==> src/rtl/rr_mux_arbiter_pkg.sv <==
// Shared types for the round-robin selector arbiter: FSM states, requester index, count.
// Imported by the arbiter top.
package rr_mux_arbiter_pkg;

    localparam int N_REQ = 4;

    typedef enum logic {
        ST_IDLE  = 1'b0,
        ST_GRANT = 1'b1
    } state_t;

    typedef logic [1:0] req_idx_t;

endpackage

==> src/rtl/selector4.sv <==
// 4:1 single-bit data selector; purely combinational, zero latency.
// No flow control: output follows d and the select lines directly.
module selector4 (
    input  logic [3:0] d,
    input  logic       sel0,
    input  logic       sel1,
    output logic       y
);

    assign y = d[{sel1, sel0}];

endmodule

==> src/rtl/rr_mux_arbiter.sv <==
// Round-robin arbiter sharing one 4:1 selector among four requesters with bounded hold.
// Grant appears 1 cycle after request; every handoff passes through one IDLE cycle.
module rr_mux_arbiter
    import rr_mux_arbiter_pkg::*;
#(
    parameter int MAX_HOLD = 8,
    parameter int CNT_W    = 8
) (
    input  logic       clk,
    input  logic       rst_n,
    input  logic [3:0] req,
    input  logic [3:0] din,
    output logic [3:0] grant,
    output logic       sel0,
    output logic       sel1,
    output logic       dout,
    output logic       busy,
    output logic       timeout
);

    state_t             state, state_nxt;
    req_idx_t           owner, owner_nxt;
    req_idx_t           ptr, ptr_nxt;
    logic [CNT_W-1:0]   cnt, cnt_nxt;
    logic               timeout_nxt;
    logic [2:0]         pick;

    // Returns {valid, index} of the first set request scanning ptr, ptr+1, ...
    function automatic logic [2:0] rr_pick(input req_idx_t p, input logic [3:0] r);
        logic [2:0] res;
        req_idx_t   idx;
        res = 3'b000;
        for (int k = N_REQ - 1; k >= 0; k--) begin
            idx = p + req_idx_t'(k);
            if (r[idx]) res = {1'b1, idx};
        end
        return res;
    endfunction

    assign pick = rr_pick(ptr, req);

    always_comb begin
        state_nxt   = state;
        owner_nxt   = owner;
        ptr_nxt     = ptr;
        cnt_nxt     = cnt;
        timeout_nxt = 1'b0;
        case (state)
            ST_IDLE: begin
                if (pick[2]) begin
                    state_nxt = ST_GRANT;
                    owner_nxt = pick[1:0];
                    cnt_nxt   = '0;
                end
            end
            ST_GRANT: begin
                // Voluntary release is tested first so it masks a coincident timeout.
                if (!req[owner]) begin
                    state_nxt = ST_IDLE;
                    ptr_nxt   = owner + 2'd1;
                end else if (cnt == CNT_W'(MAX_HOLD - 1)) begin
                    state_nxt   = ST_IDLE;
                    ptr_nxt     = owner + 2'd1;
                    timeout_nxt = 1'b1;
                end else begin
                    cnt_nxt = cnt + 1'b1;
                end
            end
            default: state_nxt = ST_IDLE;
        endcase
    end

    always_ff @(posedge clk) begin
        if (!rst_n) begin
            state   <= ST_IDLE;
            owner   <= 2'd0;
            ptr     <= 2'd0;
            cnt     <= '0;
            timeout <= 1'b0;
        end else begin
            state   <= state_nxt;
            owner   <= owner_nxt;
            ptr     <= ptr_nxt;
            cnt     <= cnt_nxt;
            timeout <= timeout_nxt;
        end
    end

    // owner only changes on a new grant, so the select lines hold through IDLE.
    assign busy  = (state == ST_GRANT);
    assign grant = busy ? (4'b0001 << owner) : 4'b0000;
    assign sel0  = owner[0];
    assign sel1  = owner[1];

    selector4 u_sel (
        .d    (din),
        .sel0 (sel0),
        .sel1 (sel1),
        .y    (dout)
    );

endmodule

==> config.mk <==
export PLATFORM = sky130hd
export DESIGN_NAME = rr_mux_arbiter
export DESIGN_NICKNAME = d
export VERILOG_FILES = /design/src/rtl/rr_mux_arbiter_pkg.sv /design/src/rtl/selector4.sv /design/src/rtl/rr_mux_arbiter.sv
export SDC_FILE = /design/constraint.sdc
export NUM_CORES = 1
export LEC_CHECK = 0
export CAP_MARGIN = 15
export CORE_UTILIZATION = 48
export DETAILED_ROUTE_END_ITERATION = 12
export PLACE_DENSITY = 0.85
export SYNTH_ARGS = -nofsm -noshare
export SYNTH_HDL_FRONTEND = slang
export SYNTH_HIERARCHICAL = 1
export SYNTH_SLANG_ARGS = --single-unit
==> constraint.sdc <==
create_clock -name clk -period 1.91 [get_ports clk]
set_clock_uncertainty 0.15 [all_clocks]
set_input_delay 0.4775 -clock clk [delete_from_list [all_inputs] [get_ports clk]]
set_output_delay 0.4775 -clock clk [all_outputs]
set_load 0.1 [all_outputs]
==> results.toml, run 1 <==
[layout]
areaGrowthSynthToFinish_pct = 51.9
final_nets = 140
num-fill-cells = 94
drive_above_1_share_pct = 31.5
antenna_cells = 0

[placed_design]
dpl.hpwl_um = 1550
portBuffers = 18
gp_congestion = 0.856

[setup_path]
critPathCaptureType = "output pin"
r2r_cells = 4
regToRegSetupSlack_ps = 70
r2r_end = "busy"
crit_arrival_ps = 1380
r2r-start = "cnt[3]"
crit_type = "reg2out"
crit_required_ps = 1280
start_kind = "flip-flop"
cp_max_fo = 4

[timing]
setup_viol = 4
fin_ws_ps = -96.9
period_minus_slack_ps = 2010
worst_pin_slew_ps = 335
relSlewSlack_pct = 77.5
rsz0062_at_grt = "true"
drv_slew = 0
hold_slack_ps = 342
hold_viol_final = 0
fmax_mhz = 498
timing.final.crit_share_pct = 105

[synth]
syn_inst = 95
synth_top_area_share_pct = 33.9
seq_area_frac_synth_pct = 33.9
ys_seq_elements = 14
synth_area_um2 = 827
syn_nets = 110
avgSynthCellArea_um2 = 8.71
yosysWarnings = 6
synth_top_area_cell = "dfxtp_1"
synth_cell_types = 33
synth_area_leaders = "dfxtp_1, ha_1, mux4_2"

[clock_network]
tritoncts = "built"
cts_root_buf = "clkbuf_4"
cts_buffers = 3
ctsHoldBuffers = 0
clock_latency_ps = 290
clock_path_buffers = 2
clock-sinks = 14
htreeDepth = 1
clkTransAtPathRegs_ps = 80

[global_route]
track_usage_pct = 24.5
grt_pass1_vias = 784
grt_pass1_wl_um = 3360
antenna_found_initial = 0
grt_overflow_total = 0
grt_max_degree = 15

[floorplan]
rows = 14
dieArea_mm2 = 0.00189
die_width_um = 43.5
start_util_pct = 53.0
io_pins = 19
die_h_um = 43.5
coreArea_mm2 = 0.00156

[hold_path]
min-delay-start = "cnt[1]"
worstHoldPathType = "reg2reg"
hold_end = "cnt[1]"
holdPathStages = 2

[power]
finalPower_uw = 814
max-vdd-ir-drop_mv = 0.562
p_leak_nw = 0.519
powerDensity_mw_per_mm2 = 648

[route]
drt_iter0_drc = 34
via_count = 844
routed_wl_um = 2130
ant_nets = 0
viasPerCell = 6.03
firstDrtPassIters = 8
wl_per_cell_um = 15.2
route.detailed.drc = 4

[status]
violations = "DRC, setup timing"
status = "finished with violations"

[run]
cap_violations = 0
-- sequential cells by signal (all words and copies together), names as in the netlist --
name and flops:
cnt 8, owner 2, ptr 2, busy 1
timeout 1
-- cell usage in the layout, fill, tap and decap left out, types with 2 or more instances in the layout --
cell,n
nand2_1,7
o31ai_1,3
buf_12,9
o21a_1,3
dfxtp_4,3
nand4_1,3
ha_1,5
buf_4,9
o21ai_0,3
o21ai_1,2
inv_1,5
xor2_1,3
and2_4,2
or3_1,4
mux4_2,2
and2_2,3
dlymetal6s2s_1,4
a21oi_1,7
clkdlybuf4s15_1,4
mux2i_1,2
o221ai_1,2
dfxtp_1,11
clkbuf_4,3
nor2_1,6
nand3_1,2
-- critical path, stage by stage (launching register included) --
cell,delay [ps]
dfxtp_4,380
mux4_2,530
buf_12,190
-- report_power, final --
part           switching, mW  internal (mW)
Combinational          0.159          0.110
Clock                  0.108          0.116
Sequential            0.0189          0.302
-- layer usage --
layer  global-route usage, %  vias up  routed length [um]
met5                       0        -                   0
met4                    10.0        0                  17
met3                    6.25        2                 143
met2                    44.2       38                1130
met1                    27.2      397                 831
li1                        -      407                   -
-- stage by stage --
stage / cells / instance area (um2) / setup WS [ps] / utilization (%) / setup TNS [ps]
2_1_floorplan: 95 / 843 / -90.4 / - / -90.4
3_3_place_gp: 133 / 1170 / -278 / 74.9 / -2910
3_5_place_dp: 133 / 1170 / -294 / 74.9 / -3200
4_1_cts: 140 / 1230 / -96.9 / 78.7 / -217
5_1_grt: 140 / 1260 / -131 / 80.6 / -406
6_report: 140 / 1260 / -96.9 / 80.6 / -154
-- cells in the mapped netlist --
library cell	n
buf_4	1
and3_1	1
and2_1	5
or2_2	1
nand2b_1	1
o221ai_1	2
dfxtp_1	14
mux2i_1	2
nand2_1	8
and2_2	1
inv_1	5
o22ai_1	1
ha_1	5
nand4_1	3
or4_4	1
and4_2	1
nor4_1	1
or3_1	4
nand3_1	2
nor2_1	6
xor2_1	3
o21ai_1	1
a21oi_1	8
nand2_2	1
o31ai_1	3
o311a_1	1
clkbuf_1	1
o31a_1	1
nor3_1	1
o21a_1	3
o21ai_0	4
mux4_2	2
nand3b_1	1
-- worst max-delay path by stage --
stage                     startpoint    to  slack, ps  depth (start not counted)
after floorplan             owner[0]  dout        -90                          1
after global placement        din[3]  dout       -280                          3
after detailed placement      din[3]  dout       -290                          3
after CTS                   owner[0]  dout       -100                          2
after global routing        owner[0]  dout       -130                          2
final                       owner[0]  dout       -100                          2
-- final cells by class --
cell class,instances,area (um2),area share [%]
clock buffer,4,36.3,2.89
inverter,5,18.8,1.49
multi-input combinational,74,542,43.1
sequential,14,292,23.2
tap,16,20.0,1.59
timing repair buffer,27,348,27.7
-- cell families (layout without fill, tap and decap cells) --
logic type / count (synthesis) / count (layout) / synth area share [%]
xor gates and xnor gates: 3 / 3 / 3.18
DFF: 14 / 14 / 33.9
buffers and inverters: 7 / 36 / 3.63
muxes: 4 / 4 / 7.87
adders and majority gates: 5 / 5 / 7.56
AOI/OAI and AO/OA: 24 / 24 / 18.5
and+or+nand+nor: 38 / 38 / 25.4
-- repair_timing --
item,4_1_cts,5_1_grt
endpoints found under the setup margin,4,17
hold endpoints to repair,0,0
setup buffers,3,0
resized for setup,9,10
pin swaps,0,1
No activity file was read; power rests on OpenSTA's default activity.
==> run 2: changes to the inputs <==
--- a/config.mk
+++ b/config.mk
@@ -5,10 +5,12 @@
 export SDC_FILE = /design/constraint.sdc
 export NUM_CORES = 1
 export LEC_CHECK = 0
+export ABC_AREA = 1
 export CAP_MARGIN = 15
-export CORE_UTILIZATION = 48
+export CORE_UTILIZATION = 51
 export DETAILED_ROUTE_END_ITERATION = 12
-export PLACE_DENSITY = 0.85
+export HOLD_SLACK_MARGIN = 0.02
+export PLACE_DENSITY = 0.86
 export SYNTH_ARGS = -nofsm -noshare
 export SYNTH_HDL_FRONTEND = slang
 export SYNTH_HIERARCHICAL = 1
==> results.toml, run 2 <==
[setup_path]
path_buf_inv = 3
r2r_cells = 11
max_stage_delay_ps = 400
crit_required_ps = 1280
crit_chain = "inv_4, ha_2, nand2_2, clkinvlp_4, buf_12"
crit_arrival_ps = 1270
slowest_stage = "dfxtp_4"
critPathCaptureType = "output pin"
crit_type = "reg2out"
start_kind = "flip-flop"
regToRegSetupSlack_ps = 100
r2r-start = "owner[0]"
cp_max_fo = 6
r2r_end = "cnt[5]"
crit_family = "flip-flops"

[power]
p_leak_nw = 0.709
powerDensity_mw_per_mm2 = 1350
max-vdd-ir-drop_mv = 1.00

[clock_network]
htreeDepth = 1
clock_path_buffers = 2
clock_latency_ps = 290
cts_buffers = 3
clock-sinks = 14
clkTransAtPathRegs_ps = 90
tritoncts = "built"
ctsHoldBuffers = 0
cts_root_buf = "clkbuf_4"

[hold_path]
min-delay-start = "cnt[1]"
worstHoldPathType = "reg2reg"
hold_end = "cnt[1]"
holdPathStages = 2

[floorplan]
coreArea_mm2 = 0.00196
dieArea_mm2 = 0.00228
start_util_pct = 54.4
die_width_um = 47.7
io_pins = 19
die_h_um = 47.7
rows = 16

[route]
viasPerCell = 5.32
via_count = 1219
firstDrtPassIters = 4
routed_wl_um = 3050
drt_iter0_drc = 43
ant_nets = 0
wl_per_cell_um = 13.3
route.detailed.drc = 0

[placed_design]
dpl.hpwl_um = 2210
portBuffers = 18
gp_congestion = 0.927
place_inst = 216
placedInstanceArea_mm2 = 0.00143

[layout]
antenna_cells = 0
num-fill-cells = 149
mostFrequentLayoutCells = "nand2_1, inv_1, nand2_2, nand3_1, buf_4"
largest_reg_flops = 8
fin_area_mm2 = 0.00156
areaGrowthSynthToFinish_pct = 46.2
top_regs = "cnt x8, owner x2, ptr x2"
fin_cells = 229
multi_input_area_um2 = 709
drive_above_1_share_pct = 33.7
final_common_cell = "nand2_1"
final_nets = 218
top_register = "cnt"
ff_latch_area_um2 = 290

[synth]
seq_area_frac_synth_pct = 26.3
synthArstFlopShare_pct = 0
synthMuxAreaShare_pct = 0
syn_inst = 168
synth_common_cells = "nand2_1, inv_1, dfxtp_1, nand3_1, nand2_2"
synth_compound_area_share_pct = 11.4
synth.most_common_cell = "nand2_1"
synth_top_area_cell = "dfxtp_1"
synth_cell_types = 23
synth-xor-area-share_pct = 1.64
avgSynthCellArea_um2 = 6.35
synth-simple-area-share_pct = 44.2
ys.flop_type = "dfxtp_1"
synth_area_leaders = "dfxtp_1, nand2_1, inv_1"
yosysWarnings = 6
synth_fa_ha_area_share_pct = 5.86
synth_edf_count = 0
ys_seq_elements = 14
syn_nets = 183
synth_top_family_by_area = "simple AND/OR/NAND/NOR gates"
synth_top_area_share_pct = 26.3
synth_area_mm2 = 0.00107

[global_route]
grt_pass1_wl_um = 4370
grt_pass1_vias = 1041
antenna_found_initial = 0
track_usage_pct = 28.1
grt_overflow_total = 0
grt_max_degree = 10

[run]
cap_violations = 0

[timing]
drv_slew = 0
fmax_mhz = 526
setup_viol = 0
timing.final.crit_share_pct = 99.5
hold_viol_final = 0
rsz0062_at_grt = "true"
relSlewSlack_pct = 73.1
worst_pin_slew_ps = 393
period_minus_slack_ps = 1900

[status]
status = "complete, no violations"
run 2: cell type report:
| cell class | instances | area share [%] |
|---|---|---|
| multi-input combinational | 127 | 45.5 |
| timing repair buffer | 31 | 23.6 |
| sequential | 14 | 18.6 |
| inverter | 26 | 7.86 |
| clock buffer | 4 | 2.33 |
| tap | 27 | 2.17 |
run 2: kinds of logic (layout without fill, tap and decap cells):
kind of cell	count (synthesis)	after routing
simple gates	97	97
buf+inv	27	61
compound gates	23	23
flops	14	14
fa+ha+maj	5	5
xor+xnor	2	2
run 2: worst min-delay path: cells and delay by family (launching register included):
| kind | cells | cell delay (ps) |
|---|---|---|
| flops | 1 | 330 |
| simple gates | 2 | 110 |
run 2: per-layer routing:
layer | share of wire [%] | global-route usage (%) | vias up
li1 | - | - | 603
met1 | 37 | 33.0 | 552
met2 | 52 | 48.9 | 53
met3 | 7.7 | 4.91 | 11
met4 | 2.9 | 13.9 | 0
met5 | 0 | 0 | -
run 2: how the worst max path moves through the flow:
stage	from	endpoint	slack, ps	cells after the start
after floorplan	owner[0]	grant[0]	-20	4
after global placement	req[1]	cnt[5]	-180	11
after detailed placement	req[2]	owner[0]	-280	11
after CTS	owner[0]	grant[0]	7	5
after global routing	owner[0]	grant[2]	-30	5
final	owner[0]	grant[2]	10	5
run 2: repair_timing:
item                                    in CTS  in global routing
pin swaps                                    4                  2
endpoints found under the setup margin       4                 12
resized for setup                            5                 14
buffers inserted                             6                  3
run 2: power by group:
group | switching, mW | total [mW] | internal [mW]
registers | 0.0971 | 0.443 | 0.346
logic | 0.900 | 1.44 | 0.541
clock network | 0.108 | 0.224 | 0.116
run 2: stage by stage:
stage / hold slack, ps / power, mW / TNS, ps / worst slack [ps] / utilization (%)
floorplan: 292 / 1.31 / -71.2 / -25.0 / -
global placement: 307 / 1.67 / -1660 / -176 / 73.0
detailed placement: 320 / 1.72 / -2800 / -284 / 73.0
CTS: 332 / 2.00 / 0 / 6.96 / 76.7
global route: 352 / 2.22 / -69.8 / -29.3 / 79.5
finish: 332 / 2.11 / 0 / 10.2 / 79.5
==> run 3: changes to the inputs <==
--- a/config.mk
+++ b/config.mk
@@ -6,7 +6,8 @@
 export NUM_CORES = 1
 export LEC_CHECK = 0
 export ABC_AREA = 1
-export CAP_MARGIN = 15
+export ABC_CLOCK_PERIOD_IN_PS = 1910
+export CAP_MARGIN = 0
 export CORE_UTILIZATION = 51
 export DETAILED_ROUTE_END_ITERATION = 12
 export HOLD_SLACK_MARGIN = 0.02
==> constraint.sdc (replaced) <==
create_clock -name clk -period 1.91 [get_ports clk]
set_clock_uncertainty 0.15 [all_clocks]
set_input_delay 0.573 -clock clk [delete_from_list [all_inputs] [get_ports clk]]
set_output_delay 0.573 -clock clk [all_outputs]
set_load 0.1 [all_outputs]
==> results.toml, run 3 (same netlist as run 2, synthesis figures left out) <==
[setup_path]
crit_type = "reg2out"
critPathCaptureType = "output pin"
crit_arrival_ps = 1240
crit_chain = "inv_4, ha_4, nand2_4, clkinvlp_4, buf_12"
max_stage_delay_ps = 410
crit_required_ps = 1190
r2r_end = "cnt[5]"
regToRegSetupSlack_ps = 140
start_kind = "flip-flop"
slowest_stage = "dfxtp_4"
r2r-start = "owner[1]"
cp_max_fo = 7
r2r_cells = 12

[layout]
antenna_cells = 0
top_register = "cnt"
final_common_cell = "nand2_1"
mostFrequentLayoutCells = "nand2_1, nand2_2, inv_1, buf_4, nand3_1"
num-fill-cells = 125
fin_cells = 231
largest_reg_flops = 8
final_nets = 220
top_regs = "cnt x8, owner x2, ptr x2"
areaGrowthSynthToFinish_pct = 50.2
drive_above_1_share_pct = 36.3
fin_area_mm2 = 0.00160

[route]
via_count = 1225
drt_iter0_drc = 48
firstDrtPassIters = 4
ant_nets = 0
wl_per_cell_um = 12.8
route.detailed.drc = 0
routed_wl_um = 2970
viasPerCell = 5.30

[power]
p_leak_nw = 0.722
max-vdd-ir-drop_mv = 1.03
finalPower_mw = 2.13
powerDensity_mw_per_mm2 = 1330

[global_route]
grt_max_degree = 10
antenna_found_initial = 0
grt_overflow_total = 0
track_usage_pct = 28.8
grt_pass1_vias = 1090
grt_pass1_wl_um = 4560

[timing]
hold_slack_ps = 332
period_minus_slack_ps = 1970
setup_tns_ps = -250
worst_pin_slew_ps = 459
setup_viol = 5
fmax_mhz = 508
fin_ws_ps = -57.4
drv_slew = 0
relSlewSlack_pct = 68.6
rsz0062_at_grt = "true"
timing.final.crit_share_pct = 103
hold_viol_final = 0

[floorplan]
start_util_pct = 54.4
dieArea_mm2 = 0.00228
rows = 16
coreArea_mm2 = 0.00196
die_width_um = 47.7
io_pins = 19
die_h_um = 47.7

[clock_network]
cts_buffers = 3
clock_latency_ps = 290
clock_path_buffers = 2
cts_root_buf = "clkbuf_4"
tritoncts = "built"
clock-sinks = 14
clkTransAtPathRegs_ps = 80
ctsHoldBuffers = 0
htreeDepth = 1

[hold_path]
hold_end = "cnt[1]"
holdPathStages = 2
worstHoldPathType = "reg2reg"
min-delay-start = "cnt[1]"

[placed_design]
placedInstanceArea_mm2 = 0.00146
place_inst = 219
portBuffers = 18
dpl.hpwl_um = 2060
gp_congestion = 0.988

[status]
status = "finished with violations"
violations = "setup timing"

[run]
cap_violations = 0
==> run 3: cell count changes in the layout (fill, tap and decap cells not counted), moves of 2 or more <==
| cell | previous run | this run |
|---|---|---|
| a21oi_1 | 11 | 9 |
| a21oi_2 | 0 | 2 |
| buf_4 | 12 | 15 |
| dlygate4sd2_1 | 4 | 6 |
| nand2_1 | 45 | 43 |
==> run 3: worst max-delay path, delay by kind of cell, from the launching register on <==
family                     cells  cell delay [ps]
DFF                            1              410
buffers and inverters          3              320
and+or+nand+nor                1               70
adders and majority gates      1              160
==> run 3: final cells by class <==
cell class                      count  area, um2  share of cell area [%]
Clock buffer                        4       36.3                    2.26
Inverter                           26        123                    7.65
Multi-Input combinational cell    127        737                    46.0
Sequential cell                    14        293                    18.3
Tap cell                           27       33.8                    2.11
Timing Repair Buffer               33        380                    23.7
==> run 3: worst max path at each step <==
stage	cells after the start	to	from
6_report	5	grant[2]	owner[0]
5_1_grt	5	grant[1]	owner[1]
4_1_cts	5	grant[0]	owner[0]
3_5_place_dp	11	owner[0]	req[2]
3_3_place_gp	11	owner[0]	req[2]
2_1_floorplan	4	grant[0]	owner[0]
==> run 3: metal layers <==
layer	vias to the layer above	track usage [%]	routed length [um]
met5	-	0	0
met4	0	8.89	83
met3	11	7.92	252
met2	61	52.4	1520
met1	549	32.3	1110
li1	604	-	-
==> run 3: where the power goes <==
group,internal (mW),switching [mW],total (mW)
Clock,0.116,0.0981,0.214
Sequential,0.348,0.104,0.452
Combinational,0.559,0.901,1.46
Total,1.02,1.10,2.13
==> run 3: per-stage QoR <==
stage                     util, %  setup slack, ps
after floorplan                 -             -112
after global placement       74.2             -277
after detailed placement     74.2             -341
after CTS                    80.0            -50.4
after global routing         81.7             -109
final                        81.7            -57.4
==> run 3: repair_timing <==
item | CTS | global route
resized for setup | 16 | 8
pin swaps | 8 | 2
buffers inserted | 6 | 2
cloned | 0 | 0
setup endpoints to repair | 12 | 18
